--- src/rtl/tr_pkg.sv ---
// Shared types and helpers for the TR mode selector.
package tr_pkg;

   typedef enum logic [1:0] {
      ACTIVE = 2'd0,
      DRAIN  = 2'd1,
      DEAD   = 2'd2
   } tr_state_e;

   localparam logic MODE_MANUAL = 1'b0;
   localparam logic MODE_AUTO   = 1'b1;

   // Zero stays zero (drive off); small nonzero periods are raised to the minimum.
   function automatic logic [31:0] clamp_period(input logic [31:0] p, input logic [31:0] pmin);
      if (p == 32'd0) begin
         return 32'd0;
      end else if (p < pmin) begin
         return pmin;
      end else begin
         return p;
      end
   endfunction

endpackage

--- src/rtl/tr_mode_ch.sv ---
// One TR channel: source mux, drain/dead-time changeover FSM and registered outputs.
module tr_mode_ch
   import tr_pkg::*;
#(
   parameter int unsigned WIDTH_TR   = 16,
   parameter int unsigned PERIOD_MIN = 4,
   parameter int unsigned DEAD_CYC   = 64,
   parameter int unsigned DRAIN_TO   = 4096
) (
   input  logic                clk,
   input  logic                rst,
   input  logic                auto,
   input  logic                dir_auto,
   input  logic                dir_manual,
   input  logic                enable_auto,
   input  logic                enable_manual,
   input  logic                count_manual,
   input  logic [WIDTH_TR-1:0] period_auto,
   input  logic [WIDTH_TR-1:0] period_manual,
   input  logic                pulse_busy,
   output logic                drv_en,
   output logic                dir,
   output logic                counter_en,
   output logic [WIDTH_TR-1:0] period,
   output logic                mode,
   output logic                switching
);

   localparam int unsigned CNT_MAX = (DEAD_CYC > DRAIN_TO) ? DEAD_CYC : DRAIN_TO;
   localparam int unsigned CNT_W   = $clog2(CNT_MAX + 1);
   localparam logic [CNT_W-1:0] DEAD_LAST  = CNT_W'(DEAD_CYC - 1);
   localparam logic [CNT_W-1:0] DRAIN_LAST = CNT_W'(DRAIN_TO - 1);

   tr_state_e          state;
   logic [CNT_W-1:0]   cnt;

   logic                sel_dir;
   logic                tgt_dir;
   logic                tgt_en;
   logic                tgt_cnt_en;
   logic [WIDTH_TR-1:0] tgt_period;
   logic [WIDTH_TR-1:0] tgt_period_clamped;

   // sel_dir follows the applied mode for change detection; tgt_* follows the request.
   // In a steady ACTIVE cycle auto == mode, so tgt_* is also the applied source.
   always_comb begin
      sel_dir            = (mode == MODE_AUTO) ? dir_auto : dir_manual;
      tgt_dir            = auto ? dir_auto : dir_manual;
      tgt_en             = auto ? enable_auto : enable_manual;
      tgt_period         = auto ? period_auto : period_manual;
      tgt_cnt_en         = (auto == MODE_MANUAL) ? count_manual : 1'b0;
      tgt_period_clamped = WIDTH_TR'(clamp_period(32'(tgt_period), PERIOD_MIN));
   end

   always_ff @(posedge clk or negedge rst) begin
      if (!rst) begin
         state      <= DEAD;
         cnt        <= '0;
         mode       <= MODE_MANUAL;
         dir        <= 1'b0;
         drv_en     <= 1'b0;
         counter_en <= 1'b0;
         period     <= '0;
         switching  <= 1'b1;
      end else begin
         unique case (state)
            ACTIVE: begin
               if ((auto != mode) || (sel_dir != dir)) begin
                  state      <= DRAIN;
                  cnt        <= '0;
                  drv_en     <= 1'b0;
                  counter_en <= 1'b0;
                  switching  <= 1'b1;
               end else begin
                  period     <= tgt_period_clamped;
                  drv_en     <= tgt_en & (tgt_period != '0);
                  counter_en <= tgt_cnt_en;
               end
            end
            DRAIN: begin
               if (!pulse_busy || (cnt == DRAIN_LAST)) begin
                  state <= DEAD;
                  cnt   <= '0;
               end else begin
                  cnt <= cnt + CNT_W'(1);
               end
            end
            DEAD: begin
               if (cnt == DEAD_LAST) begin
                  // Direction and drive enable land on the same edge.
                  state      <= ACTIVE;
                  cnt        <= '0;
                  mode       <= auto;
                  dir        <= tgt_dir;
                  period     <= tgt_period_clamped;
                  drv_en     <= tgt_en & (tgt_period != '0);
                  counter_en <= tgt_cnt_en;
                  switching  <= 1'b0;
               end else begin
                  cnt <= cnt + CNT_W'(1);
               end
            end
            default: begin
               state <= DEAD;
               cnt   <= '0;
            end
         endcase
      end
   end

endmodule

--- src/rtl/tr_mode_sel_mc.sv ---
// N-channel AUTO/MANUAL source selector: one tr_mode_ch per channel plus bus slicing.
module tr_mode_sel_mc
   import tr_pkg::*;
#(
   parameter int unsigned NCH        = 2,
   parameter int unsigned WIDTH_TR   = 16,
   parameter int unsigned PERIOD_MIN = 4,
   parameter int unsigned DEAD_CYC   = 64,
   parameter int unsigned DRAIN_TO   = 4096
) (
   input  logic                    clk,
   input  logic                    rst,
   input  logic [NCH-1:0]          auto,
   input  logic [NCH-1:0]          dir_AUTO,
   input  logic [NCH-1:0]          dir_MANUAL,
   input  logic [NCH-1:0]          enable_AUTO,
   input  logic [NCH-1:0]          enable_MANUAL,
   input  logic [NCH-1:0]          count_MANUAL,
   input  logic [NCH*WIDTH_TR-1:0] period_AUTO,
   input  logic [NCH*WIDTH_TR-1:0] period_MANUAL,
   input  logic [NCH-1:0]          pulse_busy,
   output logic [NCH-1:0]          drv_en_TR,
   output logic [NCH-1:0]          dir_TR,
   output logic [NCH-1:0]          counter_en_TR,
   output logic [NCH*WIDTH_TR-1:0] period_TR,
   output logic [NCH-1:0]          mode_TR,
   output logic [NCH-1:0]          switching
);

   for (genvar i = 0; i < NCH; i++) begin : g_ch
      tr_mode_ch #(
         .WIDTH_TR   (WIDTH_TR),
         .PERIOD_MIN (PERIOD_MIN),
         .DEAD_CYC   (DEAD_CYC),
         .DRAIN_TO   (DRAIN_TO)
      ) u_ch (
         .clk           (clk),
         .rst           (rst),
         .auto          (auto[i]),
         .dir_auto      (dir_AUTO[i]),
         .dir_manual    (dir_MANUAL[i]),
         .enable_auto   (enable_AUTO[i]),
         .enable_manual (enable_MANUAL[i]),
         .count_manual  (count_MANUAL[i]),
         .period_auto   (period_AUTO[i*WIDTH_TR +: WIDTH_TR]),
         .period_manual (period_MANUAL[i*WIDTH_TR +: WIDTH_TR]),
         .pulse_busy    (pulse_busy[i]),
         .drv_en        (drv_en_TR[i]),
         .dir           (dir_TR[i]),
         .counter_en    (counter_en_TR[i]),
         .period        (period_TR[i*WIDTH_TR +: WIDTH_TR]),
         .mode          (mode_TR[i]),
         .switching     (switching[i])
      );
   end

endmodule
--- config.mk ---
export PLATFORM = sky130hd
export DESIGN_NAME = tr_mode_sel_mc
export DESIGN_NICKNAME = d
export VERILOG_FILES = /design/src/rtl/tr_pkg.sv /design/src/rtl/tr_mode_ch.sv /design/src/rtl/tr_mode_sel_mc.sv
export SDC_FILE = /design/constraint.sdc
export NUM_CORES = 1
export LEC_CHECK = 0
export CORE_MARGIN = 2
export CORE_UTILIZATION = 43
export DETAILED_ROUTE_END_ITERATION = 10
export GPL_TIMING_DRIVEN = 0
export PLACE_DENSITY = 0.81
export SYNTH_ARGS = -nofsm -noshare
export SYNTH_HDL_FRONTEND = slang
export SYNTH_SLANG_ARGS = --single-unit
--- constraint.sdc ---
create_clock -name clk -period 2.5 [get_ports clk]
set_clock_uncertainty 0.15 [all_clocks]
set_input_delay 0.5 -clock clk [delete_from_list [all_inputs] [get_ports clk]]
set_output_delay 0.5 -clock clk [all_outputs]
set_load 0.02 [all_outputs]
==> impl_metrics.yaml <==
cts:
  clock_latency_ps: 350
  clk_pin_slew_ps: 90
  clock_path_buffers: 2
  cts_max_level: 3
  root_buffer: "clkbuf_8"
  cts_tree: "done"
  cts_buffers: 9
  cts_sinks: 72
grt:
  grt_max_degree: 73
  overflow: 0
  grt_pass1_vias: 3979
  grt_pass1_wl_um: 18400
  grt_usage_pct: 22.2
  grt_antenna_before_repair: 0
timing:
  max_freq_mhz: 410
  period_minus_slack_ps: 2440
  hold_viol_final: 14
  period_share_pct: 97.7
  hold_slack_ps: -22.2
  finalWorstSetupSlack_ps: 58.5
  rsz0062_at_grt: "true"
  drv_slew: 0
  worst_pin_slew_ps: 724
  setup_viol: 0
  slew_headroom_pct: 51.7
finish:
  ff_latch_area_um2: 1810
  drive_gt1_share_pct: 12.4
  final_nets: 671
  fillers: 786
  multi_input_area_um2: 2240
  insertedDiodeCount: 0
  areaGrowthSynthToFinish_pct: 42.0
routing:
  viasPerCell: 5.55
  drt-wirelength-per-cell_um: 16.0
  wl_um: 11500
  ant_nets: 0
  drtIter0Drc: 199
  routed-via-count: 3977
  drc: 0
  first_pass_iters: 5
floorplan:
  rows: 35
  core_area_um2: 9330
  initial_utilization_pct: 44.6
  fp.dieW_um: 102
  dieArea_um2: 10500
  die_h_um: 102
  ioPinCount: 122
power_and_ir_drop:
  leakage_nw: 2.55
  ir_drop_v: 0.000328
  p_total_w: 0.00427
  power.density_nw_per_um2: 722
critical_path:
  worst_ep_arrival_time_ps: 2540
  path_class: "flip-flop to flip-flop"
  crit_path_frequent_cell: "or4_4"
  cp_num_buf_inv: 1
  path_cells: "or4_4 > or4_4 > a221o_1 > buf_6 > a22o_1"
  crit_slowest_cell: "or4_4"
  max_stage_delay_ps: 570
  crit_required_ps: 2600
  startpoint_type: "flip-flop"
  cp-end-kind: "flip-flop"
  crit_fanout: 5
  path_delay_family: "simple AND/OR/NAND/NOR gates"
run_status:
  violations: "hold timing"
  status: "complete, but fails checks"
logic_synthesis:
  synth.most_common_cell: "dfrtp_1"
  netlist_instances: 445
  synth_warnings: 0
  avgSynthCellArea_um2: 9.35
  synthesis.nets: 533
  ys_ff_latch: 72
  synth-edff-count: 0
  syn_area_um2: 4160
  yosysSeqAreaShare_pct: 43.4
  ys.flop_type: "dfrtp_1"
  ys_top_cells_by_area: "dfrtp_1 41%, mux2i_1 7.7%, o21ai_0 4.1%"
  ys_async_sr_fraction_pct: 100
  yosysTopAreaCell: "dfrtp_1"
  synth_commonest_cells: "68 x dfrtp_1, 45 x nor2_1, 41 x nand2_1"
  yosysTopAreaCellShare_pct: 40.9
  ys_types: 56
placement:
  gp_congestion: 0.876
  io_buffers: 120
  post-dp-hpwl_um: 8410
  dp_slack_ps: -554
run:
  max_cap_viol_count: 0
worst_hold_path:
  hold_class: "primary input to asynchronous set/reset pin"
metrics by stage:
| step | hold slack [ps] | area [um^2] | utilization (%) | instances | setup TNS [ps] |
|---|---|---|---|---|---|
| detailed placement | 326 | 5550 | 59.5 | 695 | -18050 |
| floorplan | 54.4 | 4160 | - | 445 | 0 |
| global placement | 315 | 5520 | 59.2 | 694 | -134470 |
| finish | -22.2 | 5910 | 63.3 | 717 | 0 |
| global route | 10.8 | 5910 | 63.3 | 717 | -39.1 |
| CTS | 4.17 | 5850 | 62.8 | 715 | 0 |
registers in the layout, summed over array words and instances, names as in the netlist:
signal and count:
g_ch.u_ch.switching 2, g_ch.u_ch.cnt 26, g_ch.u_ch.counter_en 2, g_ch.u_ch.drv_en 2, g_ch.u_ch.dir 2, g_ch.u_ch.period 32, g_ch.u_ch.state 4, g_ch.u_ch.mode 2
cells by family after synthesis:
kind of cell	Yosys count	synth area share, %
compound gates	123	19.8
xor+xnor	4	0.842
fa+ha+maj	8	2.41
buf+inv	42	5.05
flops	72	43.4
mux	40	9.86
simple gates	156	18.6
what timing repair did:
item | CTS | global route
hold buffers | 0 | 0
buffers inserted | 4 | 2
cloned | 1 | 0
gates resized for setup | 13 | 10
pin swaps | 6 | 4
setup endpoints to repair | 55 | 44
layer usage:
layer / part of all wire, % / vias to the layer above / global-route usage (%) / routed length, um
li1: - / 1907 / - / -
met3: 6.0 / 20 / 5.61 / 684
met4: 1.7 / 0 / 7.59 / 194
met1: 43 / 1908 / 28.3 / 4930
met2: 49 / 142 / 36.9 / 5650
met5: 0 / - / 0 / 0
cells in the final DEF, fill, tap and decap left out, types with 4 or more instances in the layout:
cell type,synthesis,final
o21ai_0,34,33
clkbuf_8,0,9
or3_1,4,4
a21oi_1,29,29
nor2_1,45,45
nand3_1,11,10
buf_4,10,18
nand2b_1,6,6
nor2b_1,5,5
a211oi_1,4,4
o2bb2ai_1,5,5
and3_1,4,4
nor4_1,10,9
nand4_1,8,8
a21o_1,6,6
dfstp_2,4,4
clkdlybuf4s50_1,0,119
mux2i_1,32,32
ha_1,8,7
inv_1,16,16
a22o_1,14,13
mux2_2,8,8
o21ai_1,6,7
clkbuf_1,7,5
dfrtp_1,68,68
nand2_1,41,41
layout make-up:
| cell class | instances | share of cell area [%] |
|---|---|---|
| multi-input cells | 331 | 37.9 |
| clock inverters | 7 | 1.31 |
| flip-flops and latches | 72 | 30.6 |
| inverters | 16 | 1.02 |
| clock buffers | 9 | 2.10 |
| well taps | 129 | 2.73 |
| repair buffers | 128 | 21.6 |
| plain buffers | 25 | 2.75 |
where the power goes:
part | switching (W) | internal (W)
Combinational | 0.000975 | 0.000842
Sequential | 0.000122 | 0.00138
Clock | 0.000481 | 0.000469
Total | 0.00158 | 0.00269
final timing paths:
check	start	to	slack, ps	cells after the start
min reg2reg	g_ch[1].u_ch.period[3]	g_ch[1].u_ch.period[3]	340	2
min	rst	g_ch[0].u_ch.dir	-20	2
max reg2reg	g_ch[1].u_ch.cnt[7]	g_ch[1].u_ch.period[0]	60	5
max in group asynchronous	rst	g_ch[0].u_ch.state[1]	1850	2
max	g_ch[1].u_ch.cnt[7]	g_ch[1].u_ch.period[0]	60	5
min in group clk	g_ch[1].u_ch.period[3]	g_ch[1].u_ch.period[3]	340	2
Power figures use the tool's default switching activity.
